[config.mk]
export PLATFORM = sky130hd
export DESIGN_NAME = transmitter_flat
export DESIGN_NICKNAME = d
export VERILOG_FILES = /design/src/rtl/transmitter_if.sv /design/src/rtl/transmitter.sv /design/src/flat_wrapper.sv
export SDC_FILE = /design/constraint.sdc
export NUM_CORES = 1
export LEC_CHECK = 0
export BUFFER_PORTS_ARGS = -buffer_cell sky130_fd_sc_hd__buf_2
export CORE_ASPECT_RATIO = 0.75
export CORE_MARGIN = 4
export CORE_UTILIZATION = 50
export DETAILED_ROUTE_END_ITERATION = 10
export PLACE_DENSITY = 0.71
export REMOVE_ABC_BUFFERS = 1
export SETUP_SLACK_MARGIN = 0.15
export SYNTH_ARGS = -nofsm -noshare
export SYNTH_HDL_FRONTEND = slang
export SYNTH_SLANG_ARGS = --single-unit
[constraint.sdc]
create_clock -name clock -period 1.7 [get_ports clock]
set_input_delay 0.255 -clock clock [delete_from_list [all_inputs] [get_ports clock]]
set_output_delay 0.255 -clock clock [all_outputs]
set_load 0.005 [all_outputs]
[src/rtl/transmitter_if.sv]
// Parallel-to-serial UART transmit interface: the transmitter is the slave side.
// The client drives baudTick and the load request and watches the serial line and status.
interface transmitter_if #(
  parameter int DBIT = 8
);
  logic            baudTick;
  logic            tx_start;
  logic [DBIT-1:0] tx_in;
  logic            tx;
  logic            tx_busy;
  logic            tx_done;

  modport master (
    output baudTick, tx_start, tx_in,
    input  tx, tx_busy, tx_done
  );

  modport slave (
    input  baudTick, tx_start, tx_in,
    output tx, tx_busy, tx_done
  );
endinterface

[src/rtl/transmitter.sv]
// UART transmitter: start bit, DBIT data bits LSB first, then a stop bit of SB_TICK ticks.
// Every bit is timed by 16 baudTick pulses; tx is driven straight from a flop.
module transmitter #(
  parameter int DBIT    = 8,
  parameter int SB_TICK = 16
) (
  input logic           clock,
  input logic           reset,
  transmitter_if.slave  bus
);

  localparam int BW = (DBIT > 1) ? $clog2(DBIT) : 1;

  localparam logic [1:0] IDLE  = 2'd0;
  localparam logic [1:0] START = 2'd1;
  localparam logic [1:0] DATA  = 2'd2;
  localparam logic [1:0] STOP  = 2'd3;

  localparam logic [3:0]    TICK_LAST = 4'd15;
  localparam logic [3:0]    STOP_LAST = 4'(SB_TICK - 1);
  localparam logic [BW-1:0] BIT_LAST  = BW'(DBIT - 1);

  logic [1:0]      state_q, state_d;
  logic [3:0]      tick_q, tick_d;
  logic [BW-1:0]   bit_q, bit_d;
  logic [DBIT-1:0] shift_q, shift_d;
  logic [DBIT-1:0] shift_nxt;
  logic            tx_q, tx_d;
  logic            done_q, done_d;

  assign shift_nxt = shift_q >> 1;

  always_comb begin
    state_d = state_q;
    tick_d  = tick_q;
    bit_d   = bit_q;
    shift_d = shift_q;
    tx_d    = tx_q;
    done_d  = 1'b0;
    case (state_q)
      IDLE: begin
        tx_d = 1'b1;
        if (bus.tx_start) begin
          shift_d = bus.tx_in;
          tick_d  = 4'd0;
          bit_d   = '0;
          tx_d    = 1'b0;
          state_d = START;
        end
      end
      START: begin
        if (bus.baudTick) begin
          if (tick_q == TICK_LAST) begin
            tick_d  = 4'd0;
            tx_d    = shift_q[0];
            state_d = DATA;
          end else begin
            tick_d = tick_q + 4'd1;
          end
        end
      end
      DATA: begin
        if (bus.baudTick) begin
          if (tick_q == TICK_LAST) begin
            tick_d = 4'd0;
            if (bit_q == BIT_LAST) begin
              tx_d    = 1'b1;
              state_d = STOP;
            end else begin
              // Next bit goes out on the same edge the register shifts.
              shift_d = shift_nxt;
              bit_d   = bit_q + BW'(1);
              tx_d    = shift_nxt[0];
            end
          end else begin
            tick_d = tick_q + 4'd1;
          end
        end
      end
      STOP: begin
        if (bus.baudTick) begin
          if (tick_q == STOP_LAST) begin
            tick_d  = 4'd0;
            tx_d    = 1'b1;
            done_d  = 1'b1;
            state_d = IDLE;
          end else begin
            tick_d = tick_q + 4'd1;
          end
        end
      end
      default: state_d = IDLE;
    endcase
  end

  always_ff @(posedge clock or negedge reset) begin
    if (!reset) begin
      state_q <= IDLE;
      tick_q  <= 4'd0;
      bit_q   <= '0;
      shift_q <= '0;
      tx_q    <= 1'b1;
      done_q  <= 1'b0;
    end else begin
      state_q <= state_d;
      tick_q  <= tick_d;
      bit_q   <= bit_d;
      shift_q <= shift_d;
      tx_q    <= tx_d;
      done_q  <= done_d;
    end
  end

  assign bus.tx      = tx_q;
  assign bus.tx_busy = (state_q != IDLE);
  assign bus.tx_done = done_q;

endmodule
[src/flat_wrapper.sv]
// flat-port wrapper written by rule: the top's interface ports become plain ports
module transmitter_flat 
#(
  parameter int DBIT    = 8,
  parameter int SB_TICK = 16
)
  (clock, reset, bus_baudTick, bus_tx_start, bus_tx_in, bus_tx, bus_tx_busy, bus_tx_done);
  transmitter_if #(.DBIT(DBIT)) bus_i ();
  input logic clock;
  input logic reset;
  input wire logic [$bits(bus_i.baudTick)-1:0] bus_baudTick;
  input wire logic [$bits(bus_i.tx_start)-1:0] bus_tx_start;
  input wire logic [$bits(bus_i.tx_in)-1:0] bus_tx_in;
  output wire logic [$bits(bus_i.tx)-1:0] bus_tx;
  output wire logic [$bits(bus_i.tx_busy)-1:0] bus_tx_busy;
  output wire logic [$bits(bus_i.tx_done)-1:0] bus_tx_done;
  assign bus_i.baudTick = bus_baudTick;
  assign bus_i.tx_start = bus_tx_start;
  assign bus_i.tx_in = bus_tx_in;
  assign bus_tx = bus_i.tx;
  assign bus_tx_busy = bus_i.tx_busy;
  assign bus_tx_done = bus_i.tx_done;
  transmitter #(.DBIT(DBIT), .SB_TICK(SB_TICK)) u_core (.clock(clock), .reset(reset), .bus(bus_i));
endmodule
; Yosys cells after proc, flatten, opt, wreduce, memory -nomap -nowiden
; Cells that the tools add are included.
[word_totals]
input_bits = 12
ramBits = 0
out_inout_bits = 3
rom_bits = 0
wordCells = 66
ff_bits = 19
latch_bits = 0
n_memories = 0
[op_classes]
n_shift = 0
n_lt_le_gt_ge = 0
n_mul = 0
n_addsub = 2
n_reduce_logical = 8
eq_ne = 15
muxes = 35
div = 0
bitwise = 0
[ops]
columns = op, count
row1 = 2-to-1 mux 8 bit, 4
row2 = 2-to-1 mux 2 bit, 8
row3 = case mux 8 bit (2 select lines), 1
row4 = 2-to-1 mux 3 bit, 4
row5 = 2-to-1 mux 4 bit, 3
row6 = 2-to-1 mux 1 bit, 11
row7 = inequality test 2 x 1 -> 1 bit (second input constant), 5
row8 = inequality test 2 bit (second input constant), 5
row9 = case mux 2 bit (4 select lines), 1
row10 = case mux 4 bit (2 select lines), 1
row11 = AND reduction 8 bit, 1
row12 = case mux 3 bit (2 select lines), 1
row13 = AND reduction 6 bit, 1
row14 = AND reduction 5 bit, 1
row15 = adder 4 x 1 -> 4 bit (second input constant), 1
row16 = == test 2 bit (second input constant), 2
row17 = == test 4 bit (second input constant), 1
row18 = case mux 1 bit (4 select lines), 1
row19 = nonzero test 2 bit, 2
row20 = adder 3 x 1 -> 3 bit (second input constant), 1
row21 = == test 3 bit (second input constant), 1
row22 = OR reduction 3 bit, 1
row23 = == test 2 x 1 -> 1 bit (second input constant), 1
row24 = logical NOT 2 bit, 1
row25 = AND reduction 2 bit, 1

; Depth between registers and ports, before layout
[logic_depth]
word_depth = 5
depth_mapped = 7
ltp_nobuf = 6

; Least setup slack after synthesis
; Ideal clock, no wire load.
[synth_timing]
kind = register to register
from = reg u_core.state_q[0]
to = reg u_core.shift_q[3]
setup_ps = 125
period_less_slack_ps = 1669
path_buffers = 2
required_time_ps = 1575
setup_slack_ps = 31
stages_incl_launch_ff = 7
arrival_time_ps = 1544
cell_sequence = dfrtp_1 inv_1 ha_1 buf_6 buf_2 mux2_2 mux2_4
[synth_between]
elab_chain_len = 3
word_cells_on_any_way = 9
classes_between = 5 x eq/ne / 1 x mux / 3 x reduce/logical
[synth_rtl]
columns = item, line_no
row1 = "start, declared", transmitter.sv:23  ; logic [1:0] state_q, state_d;
row2 = "start signal, assigned", transmitter.sv:105  ; state_q <= state_d;
row3 = == test 2 bit or logical NOT 2 bit (tied branches), transmitter.sv:40  ; case (state_q)
row4 = inequality test 2 x 1 -> 1 bit (no source line) (tied with other cells), n/a
row5 = AND reduction 5 bit (no source line), n/a
row6 = "end signal, assigned", transmitter.sv:108  ; shift_q <= shift_d;
row7 = "end, declared", transmitter.sv:26  ; logic [DBIT-1:0] shift_q, shift_d;
; Several ways; a longest one is shown, not always the timed one.
; A chain may end at the register's enable or synchronous reset.

; Worst setup path in the final report
[layout_timing]
from = reg u_core.bit_q[0]
to = reg u_core.bit_q[0]
[layout_between]
elab_chain_len = 5
word_cells_on_any_way = 8
classes_between = 1 x add/sub / 2 x eq/ne / 4 x mux / 1 x reduce/logical
[layout_rtl]
columns = item, line_no
row1 = "start, declared", transmitter.sv:25  ; logic [BW-1:0] bit_q, bit_d;
row2 = "start signal, assigned", transmitter.sv:107  ; bit_q <= bit_d;
row3 = adder 3 x 1 -> 3 bit, transmitter.sv:72  ; bit_d = bit_q + BW'(1);
row4 = 2-to-1 mux 3 bit, transmitter.sv:66  ; if (bit_q == BIT_LAST) begin
row5 = 2-to-1 mux 3 bit, transmitter.sv:64  ; if (tick_q == TICK_LAST) begin
row6 = 2-to-1 mux 3 bit, transmitter.sv:63  ; if (bus.baudTick) begin
row7 = case mux 3 bit (2 select lines), transmitter.sv:40
; Several ways; a longest one is shown, not always the timed one. The select of a mux whose other input is x is not followed.

==> metrics.csv <==
stage,metric,value,unit
synth,synth_area_per_cell,12.0,um^2
route,wl_per_cell,14.8,um
route,firstDrtPassIters,4,
finish,finalInstanceArea,0.00155,mm^2
sta,setup_violations,0,
finish,layout.nets,150,
critical_path,worstPathArrival,1.84,ns
sta,fin_ws,0.0444,ns
global_route,grtUsageTotal,16.4,%
global_route,grt_pass1_vias,869,
finish,mostFrequentLayoutCell,dfrtp_1,
floorplanning,rows,14,
sta,hold_viol,0,
finish,antennaDiodeCount,0,
pwr,p_leak,0.743,nW
floorplanning,die-width,62.2,um
critical_path,path_cells,ha_2 > ha_4 > o21ai_4 > o2111ai_4 > buf_12 > mux2_4,
sta,max_slew_margin,70.8,%
cts,cts_buffers,3,
floorplanning,die_height,48.7,um
cts,htreeDepth,1,
route,via_per_inst,5.42,
route,drtIter0Drc,42,
critical_path,max_stage_delay,0.40,ns
finish,nFillCells,136,
cts,cts_tree,built,
placed_design,io_buffers,14,
global_route,grt_max_degree,20,
sta,maxSlewViolCount,0,
placed_design,placed_cell_area,0.00127,mm^2
cts,clockRootBuffer,clkbuf_4,
synth,synth_area,0.00110,mm^2
critical_path,end_kind,flip-flop,
cts,cts.path.max_buffers,2,
critical_path,cpMaxStageDelayCell,dfrtp_1,
worst_hold_path,hp-class,input port to flip-flop,
floorplanning,ioPinCount,15,
sta,tightest_slew,0.439,ns
cts,clock_latency,0.30,ns
sta,rsz0062_at_grt,true,
floorplanning,initial_core_util,53.8,%
placed_design,gp_congestion,0.802,
sta,final.min_clock_period,1.66,ns
route,drc,0,
placed_design,dp_hpwl,1540,um
global_route,gr-total-overflow,0,
synth,netlist_instances,92,
finish,layout-drive-gt1-share,58.1,%
route,routed_wl,2260,um
cts,cts.sinks,19,
critical_path,required,1.89,ns
job,cap_viol_max_count,0,
global_route,antenna_found_initial,0,
sta,max_freq,0.604,GHz
critical_path,cp-start-kind,flip-flop,
global_route,grt_pass1_wl,3990,um
synth,yosysWarnings,0,
route,vias,829,
pwr,power.density,2090,mW/mm^2
synth,ys_top_cells_by_area,"dfrtp_1 (41%), mux2_4 (9.5%), ha_1 (9.1%)",
sta,finalCritPeriodShare,97.4,%
critical_path,worstSetupPathType,flip-flop to flip-flop,
critical_path,worstPathMaxFanout,6,
pwr,peakVddDrop,1400,uV
synth,synth-edff-count,0,
cts,path_clk_slew,0.11,ns
placed_design,dpl_worst_slack,-0.0275,ns
pwr,power.total,3.24,mW
synth,yosysTopAreaCellShare,40.8,%
floorplanning,dieArea,0.00303,mm^2
synth,ys_types,29,
route,drtAntennaViolNets,0,
finish,multi_input_area,708,um^2
finish,syn2layout_area_growth,40.6,%
synth,ys.flop_type,dfrtp_1,
synth,synth_async_sr_flop_share,100,%
finish,final_cell_mix,"dfrtp_1 (18), buf_2 (14), buf_4 (14)",
synth,synth_top_cell_by_area,dfrtp_1,
synth,yosysSeqAreaShare,43.2,%
sta,skew,0.00970,ns
status,status,"complete, no violations",
synth,postSynthRegisterBits,19,
finish,ff_latch_area,477,um^2
floorplanning,core,0.00205,mm^2
power by group:
group / internal [mW] / switching, mW / total (mW) / leakage [nW]
registers: 0.672 / 0.172 / 0.844 / 0.234
logic: 1.36 / 0.811 / 2.17 / 0.492
clock network: 0.0877 / 0.141 / 0.229 / 0.0177
total: 2.12 / 1.12 / 3.24 / 0.743
through the flow:
step                TNS, ns  hold WS (ns)  instances  util (%)
global placement          0         0.215        138      62.0
floorplan             -2.37       -0.0406         89         -
CTS                       0         0.191        150      71.7
global route        -0.0122         0.178        153      75.7
finish                    0         0.192        153      75.7
detailed placement  -0.0673         0.216        138      62.0
area by class of cell:
type                            count  area share, %
Multi-Input combinational cell     64           45.6
Clock inverter                      1          0.323
Tap cell                           24           1.94
Clock buffer                        3           1.45
Sequential cell                    19           30.7
Timing Repair Buffer               36           18.5
Inverter                            6           1.45
what timing repair did:
item                                    CTS  global route
hold endpoints to repair                 18             0
hold buffers                              1             0
pin swaps                                 5             7
gates cloned                              1             0
resized for setup                        17            16
endpoints found under the setup margin   14            16
setup buffers                             6             3
cell families (layout without fill, tap and decap cells):
kind of cell	Yosys count	count (layout)	share of synthesized area (%)
adders and majority gates	8	8	9.07
muxes	20	20	22.4
and+or+nand+nor	22	22	10.8
buffers and inverters	9	46	4.53
DFF	19	19	43.2
AOI/OAI and AO/OA	14	14	9.98
worst max-delay path, delay by kind of cell, from the launching register on:
family,cells,cell delay [ns]
adders and majority gates,2,0.37
DFF,1,0.40
muxes,1,0.29
buffers and inverters,1,0.18
AOI/OAI and AO/OA,2,0.29
path summary, 6_finish.rpt:
path / startpoint / end / slack [ns] / cells after the start
max reg2reg: u_core.bit_q[0] / u_core.bit_q[0] / 0.04 / 6
min reg2reg: u_core.shift_q[7] / u_core.shift_q[7] / 0.51 / 1
min: bus_tx_in[7] / u_core.shift_q[7] / 0.19 / 2
max in group asynchronous: reset / u_core.bus.tx / 0.94 / 2
max: u_core.bit_q[0] / u_core.bit_q[0] / 0.04 / 6
min in group asynchronous: reset / u_core.tick_q[1] / 0.41 / 2
sequential cells by signal, indices dropped and copies added (netlist names):
name	cells
u_core.state_q	2
u_core.tick_q	4
u_core.bus.tx_done	1
u_core.bit_q	3
u_core.bus.tx	1
u_core.shift_q	8
cells in the mapped netlist, types with 2 or more instances:
master and instances:
nand2b_1 4, nand3_1 3, o21ai_1 5, dfrtp_1 18, mux2_1 2, inv_1 6, buf_6 2, nand2_1 7
mux2i_1 3, and3_1 2, mux2_4 7, mux2_2 8, ha_1 8, nor2b_1 2
metal layers:
| layer | global-route usage (%) | routed length [um] | vias to the layer above |
|---|---|---|---|
| li1 | - | - | 401 |
| met1 | 20.8 | 1020 | 408 |
| met2 | 27.4 | 1100 | 18 |
| met3 | 4.86 | 130 | 2 |
| met4 | 3.25 | 10 | 0 |
| met5 | 0 | 0 | - |
(Power assumes the default switching activity.)
